<file path="config.mk">
export PLATFORM = sky130hd
export DESIGN_NAME = vx_issue_warp_arbiter_flat
export DESIGN_NICKNAME = d
export VERILOG_FILES = /design/src/rtl/vx_issue_warp_arbiter_if.sv /design/src/rtl/vx_issue_warp_arbiter.sv /design/src/flat_wrapper.sv
export SDC_FILE = /design/constraint.sdc
export NUM_CORES = 1
export LEC_CHECK = 0
export CAP_MARGIN = 20
export CELL_PAD_IN_SITES_DETAIL_PLACEMENT = 0
export CELL_PAD_IN_SITES_GLOBAL_PLACEMENT = 1
export CORE_UTILIZATION = 27
export DETAILED_ROUTE_END_ITERATION = 8
export PLACE_DENSITY_LB_ADDON = 0.1
export REMOVE_ABC_BUFFERS = 1
export SLEW_MARGIN = 20
export SYNTH_ARGS = -nofsm -noshare
export SYNTH_HDL_FRONTEND = slang
export SYNTH_SLANG_ARGS = --single-unit
</file>
<file path="constraint.sdc">
create_clock -name clk -period 6 [get_ports clk]
set_input_delay 0.9 -clock clk [delete_from_list [all_inputs] [get_ports clk]]
set_output_delay 0.9 -clock clk [all_outputs]
set_load 0.1 [all_outputs]
</file>
<file path="src/rtl/vx_issue_warp_arbiter_if.sv">
// vx_issue_warp_arbiter_if: handshake bundle between warp requesters, the issue arbiter and the operands stage
//   req_valid/req_data/req_ready : per-warp request side (slice i of req_data at [i*DATA_WIDTH +: DATA_WIDTH])
//   out_valid/out_data/out_index/out_ready : registered winner toward the operands stage
//   warp_issued : pulse on every accepted request
//   modport master = arbiter side, modport slave = requester/downstream side
interface vx_issue_warp_arbiter_if #(
  parameter int NUM_REQS   = 4,
  parameter int DATA_WIDTH = 64,
  parameter int IDX_W      = NUM_REQS > 1 ? $clog2(NUM_REQS) : 1
);
  logic [NUM_REQS-1:0]            req_valid;
  logic [NUM_REQS*DATA_WIDTH-1:0] req_data;
  logic [NUM_REQS-1:0]            req_ready;
  logic                           out_valid;
  logic [DATA_WIDTH-1:0]          out_data;
  logic [IDX_W-1:0]               out_index;
  logic                           out_ready;
  logic                           warp_issued;
  modport master (
    input  req_valid, req_data, out_ready,
    output req_ready, out_valid, out_data, out_index, warp_issued
  );
  modport slave (
    output req_valid, req_data, out_ready,
    input  req_ready, out_valid, out_data, out_index, warp_issued
  );
endinterface

</file>
<file path="src/rtl/vx_issue_warp_arbiter.sv">
// vx_issue_warp_arbiter: per-issue-slice warp selector, round-robin with starvation-forced priority, one-entry elastic output
//   clk, reset (sync, active-low) ; bus : vx_issue_warp_arbiter_if.master
//   optional VX_ISSUE_ARB_PERF_EN adds perf_stalls[43:0], saturating count of requested-but-blocked cycles
module vx_issue_warp_arbiter #(
  parameter int NUM_REQS   = 4,
  parameter int DATA_WIDTH = 64,
  parameter int MAX_WAIT   = 15
) (
  input logic clk,
  input logic reset,
  vx_issue_warp_arbiter_if.master bus
`ifdef VX_ISSUE_ARB_PERF_EN
  ,
  output logic [43:0] perf_stalls
`endif
);
  localparam int IDX_W = NUM_REQS > 1 ? $clog2(NUM_REQS) : 1;
  localparam int CNT_W = $clog2(MAX_WAIT + 1);
  logic [IDX_W-1:0]      r_rr_ptr, r_out_index, w_starve_idx, w_rr_idx, w_grant, w_next_ptr;
  logic [CNT_W-1:0]      r_wait [NUM_REQS];
  logic                  r_out_valid, w_pipe_ready, w_starve, w_any, w_xfer;
  logic [DATA_WIDTH-1:0] r_out_data, w_data;
  logic [NUM_REQS-1:0]   w_ready;
  logic [2*NUM_REQS-1:0] w_rot;
  function automatic logic [IDX_W-1:0] wrap(input int v);
    return IDX_W'(v >= NUM_REQS ? v - NUM_REQS : v);
  endfunction
  always_comb begin
    w_any        = |bus.req_valid;
    w_pipe_ready = !r_out_valid || bus.out_ready;
    w_starve     = 1'b0;
    w_starve_idx = '0;
    w_rr_idx     = r_rr_ptr;
    // descending scans so the lowest index / nearest-to-pointer hit wins
    for (int i = NUM_REQS - 1; i >= 0; i--)
      if (bus.req_valid[i] && r_wait[i] == CNT_W'(MAX_WAIT)) begin
        w_starve     = 1'b1;
        w_starve_idx = IDX_W'(i);
      end
    // rotate valids so bit k is the requester k steps past the pointer
    w_rot = {bus.req_valid, bus.req_valid} >> r_rr_ptr;
    for (int k = NUM_REQS - 1; k >= 0; k--)
      if (w_rot[k]) w_rr_idx = wrap(int'(r_rr_ptr) + k);
    w_grant    = w_starve ? w_starve_idx : w_rr_idx;
    w_ready    = (reset && w_any && w_pipe_ready) ? NUM_REQS'(1) << w_grant : '0;
    w_xfer     = |(bus.req_valid & w_ready);
    w_next_ptr = (int'(w_grant) == NUM_REQS - 1) ? '0 : w_grant + 1'b1;
    w_data     = '0;
    for (int i = 0; i < NUM_REQS; i++)
      if (w_grant == IDX_W'(i)) w_data = bus.req_data[i*DATA_WIDTH +: DATA_WIDTH];
  end
  always_ff @(posedge clk) begin
    if (!reset) begin
      r_out_valid <= 1'b0;
      r_out_data  <= '0;
      r_out_index <= '0;
      r_rr_ptr    <= '0;
      for (int i = 0; i < NUM_REQS; i++) r_wait[i] <= '0;
    end else begin
      if (w_xfer) begin
        r_out_valid <= 1'b1;
        r_out_data  <= w_data;
        r_out_index <= w_grant;
        r_rr_ptr    <= w_next_ptr;
      end else if (bus.out_ready) r_out_valid <= 1'b0;
      // a granted valid requester always transfers, so w_ready[i] doubles as "transferred"
      for (int i = 0; i < NUM_REQS; i++)
        r_wait[i] <= (!bus.req_valid[i] || w_ready[i]) ? '0 :
                     (w_pipe_ready && r_wait[i] != CNT_W'(MAX_WAIT)) ? r_wait[i] + 1'b1 : r_wait[i];
    end
  end
  assign bus.req_ready   = w_ready;
  assign bus.out_valid   = r_out_valid;
  assign bus.out_data    = r_out_data;
  assign bus.out_index   = r_out_index;
  assign bus.warp_issued = w_xfer;
`ifdef VX_ISSUE_ARB_PERF_EN
  logic [43:0] r_perf;
  always_ff @(posedge clk) begin
    if (!reset) r_perf <= '0;
    else if (w_any && !w_pipe_ready && !(&r_perf)) r_perf <= r_perf + 1'b1;
  end
  assign perf_stalls = r_perf;
`endif
endmodule

</file>
<file path="src/flat_wrapper.sv">
// flat-port wrapper written by rule: the top's interface ports become plain ports
module vx_issue_warp_arbiter_flat 
#(
  parameter int NUM_REQS   = 4,
  parameter int DATA_WIDTH = 64,
  parameter int MAX_WAIT   = 15
)
  (clk, reset, bus_req_valid, bus_req_data, bus_out_ready, bus_req_ready, bus_out_valid, bus_out_data, bus_out_index, bus_warp_issued);
  vx_issue_warp_arbiter_if #(.NUM_REQS(NUM_REQS), .DATA_WIDTH(DATA_WIDTH)) bus_i ();
  input logic clk;
  input logic reset;
  input wire logic [$bits(bus_i.req_valid)-1:0] bus_req_valid;
  input wire logic [$bits(bus_i.req_data)-1:0] bus_req_data;
  input wire logic [$bits(bus_i.out_ready)-1:0] bus_out_ready;
  output wire logic [$bits(bus_i.req_ready)-1:0] bus_req_ready;
  output wire logic [$bits(bus_i.out_valid)-1:0] bus_out_valid;
  output wire logic [$bits(bus_i.out_data)-1:0] bus_out_data;
  output wire logic [$bits(bus_i.out_index)-1:0] bus_out_index;
  output wire logic [$bits(bus_i.warp_issued)-1:0] bus_warp_issued;
  assign bus_i.req_valid = bus_req_valid;
  assign bus_i.req_data = bus_req_data;
  assign bus_i.out_ready = bus_out_ready;
  assign bus_req_ready = bus_i.req_ready;
  assign bus_out_valid = bus_i.out_valid;
  assign bus_out_data = bus_i.out_data;
  assign bus_out_index = bus_i.out_index;
  assign bus_warp_issued = bus_i.warp_issued;
  vx_issue_warp_arbiter #(.NUM_REQS(NUM_REQS), .DATA_WIDTH(DATA_WIDTH), .MAX_WAIT(MAX_WAIT)) u_core (.clk(clk), .reset(reset), .bus(bus_i));
endmodule
</file>
==> results of run 1 <==
## final cells by class
cell class,count,area [µm²],area share
clock buffer,13,260,0.0285
antenna,2,5.00,0.000547
tap,265,332,0.0363
sequential,85,1700,0.186
multi-input combinational,568,3390,0.371
timing repair buffer,342,3410,0.373
clock inverter,3,20.0,0.00219
inverter,6,25.0,0.00274
## metrics by stage
stage	setup WS (ps)	cell area, µm²
2_1_floorplan	-222	5080
3_3_place_gp	1310	8860
3_5_place_dp	1310	8860
4_1_cts	1310	9140
5_1_grt	1090	9140
6_report	1330	9150
## how the worst max path moves through the flow
stage                      from  slack, ps                to  cells past startpoint
4_1_cts        bus_req_valid[2]       1310  bus_req_ready[0]                     10
3_3_place_gp   bus_req_valid[2]       1310  bus_req_ready[0]                     10
6_report       bus_req_valid[2]       1330  bus_req_ready[0]                     10
2_1_floorplan  bus_req_valid[2]       -220   bus_warp_issued                      9
5_1_grt        bus_req_valid[2]       1090  bus_req_ready[0]                     10
3_5_place_dp   bus_req_valid[2]       1310  bus_req_ready[0]                     10
## critical path, stage by stage
cell             delay (ps)
clkdlybuf4s50_1         650
nand2b_1                 90
a211oi_1                230
a2111oi_0                90
or2_1                   340
inv_2                   120
ha_2                    180
buf_4                   640
and2_1                  230
buf_4                   280
## cells by family after synthesis
group / count (synthesis) / synth area share
AO/OA/AOI/OAI: 287 / 0.313
AND/OR/NAND/NOR: 269 / 0.280
flip-flops: 85 / 0.314
buffers and inverters: 83 / 0.0685
adder cells (fa/ha/maj): 8 / 0.0185
XOR/XNOR: 4 / 0.00646
## sequential cells by signal (all words and copies together), names as in the netlist
register,count
u_core.r_rr_ptr,2
u_core.r_wait,16
u_core.bus.out_index,2
u_core.bus.out_valid,1
u_core.bus.out_data,64
## cell usage in the layout (no fill, tap or decap), types with 3 or more instances in the layout
cell / count
o21ai_1: 14
nor2b_1: 131
nand2b_1: 4
and2_1: 4
clkbuf_16: 9
ha_4: 3
buf_4: 11
a21oi_1: 143
a221oi_1: 64
nor2_1: 5
o21ai_0: 59
nand3_1: 19
nand4_1: 5
dfxtp_1: 85
clkdlybuf4s50_1: 328
xor2_1: 4
nor3_1: 73
ha_1: 4
inv_1: 4
or3_1: 4
nand2_1: 20
## power groups by stage
stage	Sequential, mW	Combinational, mW	Clock [mW]
2_1_floorplan	1.17	0.517	0
3_3_place_gp	0.686	1.48	0
3_5_place_dp	0.687	1.48	0
4_1_cts	0.677	1.48	0.560
5_1_grt	0.686	1.57	0.579
6_report	0.677	1.47	0.538
## metal layers
metal	routed length [µm]	up-vias
li1	-	3247
met1	8420	2847
met2	10300	224
met3	2320	29
met4	579	2
met5	13	-
==> results.toml, run 1 <==
[synth]
synth.cells.most_frequent = "143 x a21oi_1, 131 x nor2b_1, 85 x dfxtp_1, 73 x nor3_1, 64 x a221oi_1"
synthCells = 736
synth_top_area_share = 0.314
synthFlopType = "dfxtp_1"
synth_edf_count = 0
synth_top_area_cell = "dfxtp_1"
synth-seq-cells = 85
async_reset_ff_frac = 0
syn_avg_cell_area_um2 = 7.37
synth.most_common_cell = "a21oi_1"
yosysWarnings = 0
synth.distinct_cells = 34
netlist_area_um2 = 5420
synth_area_leaders = "dfxtp_1 31%, nor2b_1 15%, a21oi_1 13%"
ys_seq_area_frac = 0.314

[place]
portBuffers = 334
post-dp-hpwl_um = 15300
dp.cells = 1266
gp_congestion = 0.804

[global_route]
antenna_found_initial = 3
grt_pass1_vias = 5875
grt_use_met3 = 0.0976
grt_busiest_layer = "met2"
grt.met2_usage = 0.358
grt_pass1_wl_um = 32300
grt_max_degree = 132
grtUsageTotal = 0.207
overflow = 0
grtUsageMet1 = 0.221

[hold_path]
hold_depth = 2
min_from = "u_core.bus.out_index[0]"
min_to = "u_core.bus.out_index[0]"
worstHoldPathType = "reg -> reg"

[cells_and_area]
fillCellCount = 2022
stdcell_count = 1284
fin_util = 0.467
area_growth_pct = 68.6
fin_nets = 1283
layout-drive-gt1-share = 0.0364

[sta]
rsz0062_at_grt = "false"
layout_min_cycle_time_ps = 4670
setup_tns_ps = 0
skew_ps = 7.58
final-setup-viol-count = 0
hold_viol_final = 0
min_period_over_period = 0.778
tightest_slew_ps = 1070
clock.fmax_mhz = 214
max_slew_margin = 0.287
hold_slack_ps = 466
slew_viol_final = 0

[clock_network]
h-tree-depth = 3
clockRootBuffer = "clkbuf_16"
cts_tree = "done"
clk_latency_ps = 350
cts_sinks = 85
cts_setup_buffers = 0
cts_buffers = 9
hold_buffers = 0
ctsResizeCount = 0
clk_pin_slew_ps = 60
clockBufferDepth = 2

[setup_path]
end_kind = "output pin"
crit_required_ps = 5100
worstReg2RegStart = "u_core.r_wait[0][0]"
path_max_fanout = 66
worstSetupPathType = "in -> out"
worst_setup_path_start_kind = "input port"
reg2regPathDepth = 12
cp.arrival_ps = 3770
r2r_end = "u_core.bus.out_data[59]"
reg2reg_setup_slack_ps = 2650

[routing]
postRouteAntennaNets = 0
routed_via_density = 4.94
drc = 0
drt_iter0_drc = 210
routed_wl_um = 21700
first_pass_iters = 4
post_drt_wl_per_cell_um = 16.9
num_vias = 6349

[floorplanning]
die_y_um = 144
num_rows = 51
dieWidth_um = 144
core_um2 = 19600
start_util = 0.277
die-area_um2 = 20700
io_pins = 335

[power]
switching_share = 0.462
switching_power_mw = 1.24
powerDensity_nw_per_um2 = 294
clkPwrFrac = 0.201
peakVddDrop_mv = 0.139
intPower_mw = 1.44
power_frac_comb = 0.547
p_leak_nw = 3.27
total_power_mw = 2.68
p_seq_frac = 0.252

[run]
drv_cap = 0

[status]
status = "finished, final reports clean"
No activity file was read; power rests on OpenSTA's default activity.
==> run 2: changes to the inputs <==
Settings changed: CORE_UTILIZATION 27 to 25.
Clock period 6 ns to 4.8 ns, I/O delays scaled along.
==> run 2 against run 1 <==
Global-route usage decreased by 1.0 points; first-iteration DRC count decreased by 1.4%; final area increased by 0.90%; critical path depth unchanged; final cell count increased by 0.78%; clock power increased by 31%; non-clock buffer count increased by 1; critical path type unchanged; largest cell class unchanged.
==> results.toml, run 2 (synthesis gave the netlist of run 1 again) <==
[sta]
rsz0062_at_grt = "false"
final-setup-viol-count = 0
min_period_over_period = 0.908
max_slew_margin = 0.276
setup_tns_ps = 0
slew_viol_final = 0
hold_slack_ps = 466
tightest_slew_ps = 1080
clock.fmax_mhz = 229
skew_ps = 11.0
layout_min_cycle_time_ps = 4360
hold_viol_final = 0

[setup_path]
crit_required_ps = 4080
critPathMaxStageDelay_ps = 660
slowest_stage = "clkdlybuf4s50_1"
path_max_fanout = 66
crit_chain = "clkdlybuf4s50_1, nand2b_1, a211oi_1, a2111oi_0, or2_1, inv_2, ha_2, buf_4, and2_1, buf_12"
worst_setup_path_start_kind = "input port"
worstSetupPathType = "in -> out"
end_kind = "output pin"
cp.arrival_ps = 3640

[clock_network]
clk_latency_ps = 340
cts_buffers = 9
ctsResizeCount = 0
clockRootBuffer = "clkbuf_16"
hold_buffers = 0
cts_sinks = 85
clockBufferDepth = 2
cts_tree = "done"
cts_setup_buffers = 0
h-tree-depth = 3
clk_pin_slew_ps = 60

[floorplanning]
start_util = 0.256
dieWidth_um = 149
num_rows = 53
io_pins = 335
die_y_um = 149
core_um2 = 21200
die-area_um2 = 22300

[run]
drv_cap = 0

[cells_and_area]
layout-drive-gt1-share = 0.0363
stdcell_count = 1294
largest_reg_flops = 64
area_growth_pct = 70.1
fin_nets = 1284
final_area_um2 = 9230
multiInputGateArea_um2 = 3390
layout_commonest_cell = "clkdlybuf4s50_1"
final_cell_mix = "328 x clkdlybuf4s50_1, 143 x a21oi_1, 131 x nor2b_1, 85 x dfxtp_1, 73 x nor3_1"
regArea_um2 = 1700
fillCellCount = 2146

[place]
placed_cell_area_um2 = 8930
portBuffers = 334
post-dp-hpwl_um = 15800
dp.cells = 1277
gp_congestion = 0.741

[status]
status = "finished, final reports clean"

[global_route]
overflow = 0
grtUsageTotal = 0.197
grt_pass1_wl_um = 33700
grt_pass1_vias = 6141
grt_max_degree = 131
antenna_found_initial = 3

[routing]
post_drt_wl_per_cell_um = 17.1
drt_iter0_drc = 207
drc = 0
first_pass_iters = 4
num_vias = 6273
routed_wl_um = 22100
postRouteAntennaNets = 0
routed_via_density = 4.85

[power]
p_leak_nw = 3.30
peakVddDrop_mv = 0.139
powerDensity_nw_per_um2 = 368

[hold_path]
worstHoldPathType = "reg -> reg"
## run 2: power breakdown
group          internal (mW)  switching, mW
registers              0.798         0.0481
logic                  0.630           1.21
clock network          0.419          0.287
total                   1.85           1.55
## run 2: layout make-up
type / count / area share
timing repair buffer: 343 / 0.376
tap: 275 / 0.0373
clock buffer: 13 / 0.0271
antenna: 1 / 0.000271
clock inverter: 3 / 0.00488
sequential: 85 / 0.184
multi-input combinational: 568 / 0.367
inverter: 6 / 0.00271
## run 2: path summary, 6_finish.rpt
check / from / slack, ps / end / depth (start not counted)
hold / removal: u_core.bus.out_index[0] / 470 / u_core.bus.out_index[0] / 2
setup reg to reg: u_core.r_wait[0][0] / 1430 / u_core.bus.out_data[19] / 14
setup / recovery: bus_req_valid[2] / 440 / bus_req_ready[0] / 10
hold reg to reg: u_core.bus.out_index[0] / 470 / u_core.bus.out_index[0] / 2
## run 2: metrics by stage
step	setup slack (ps)	total power [mW]	util
final	442	3.40	0.436
after global routing	224	3.60	0.436
after CTS	406	3.45	0.436
after detailed placement	410	2.72	0.422
after global placement	432	2.72	0.422
after floorplan	-1060	2.11	-
## run 2: critical path: cells and delay by family
| kind | cells | cell delay [ps] |
|---|---|---|
| simple gates | 3 | 710 |
| buf+inv | 4 | 1630 |
| compound gates | 2 | 380 |
| fa+ha+maj | 1 | 180 |
## run 2: metal layers
layer / vias to the layer above / global-route usage / part of all wire
li1: 3258 / - / -
met1: 2774 / 0.215 / 0.40
met2: 210 / 0.346 / 0.48
met3: 27 / 0.0774 / 0.097
met4: 4 / 0.0658 / 0.023
met5: - / 0 / 0.0010
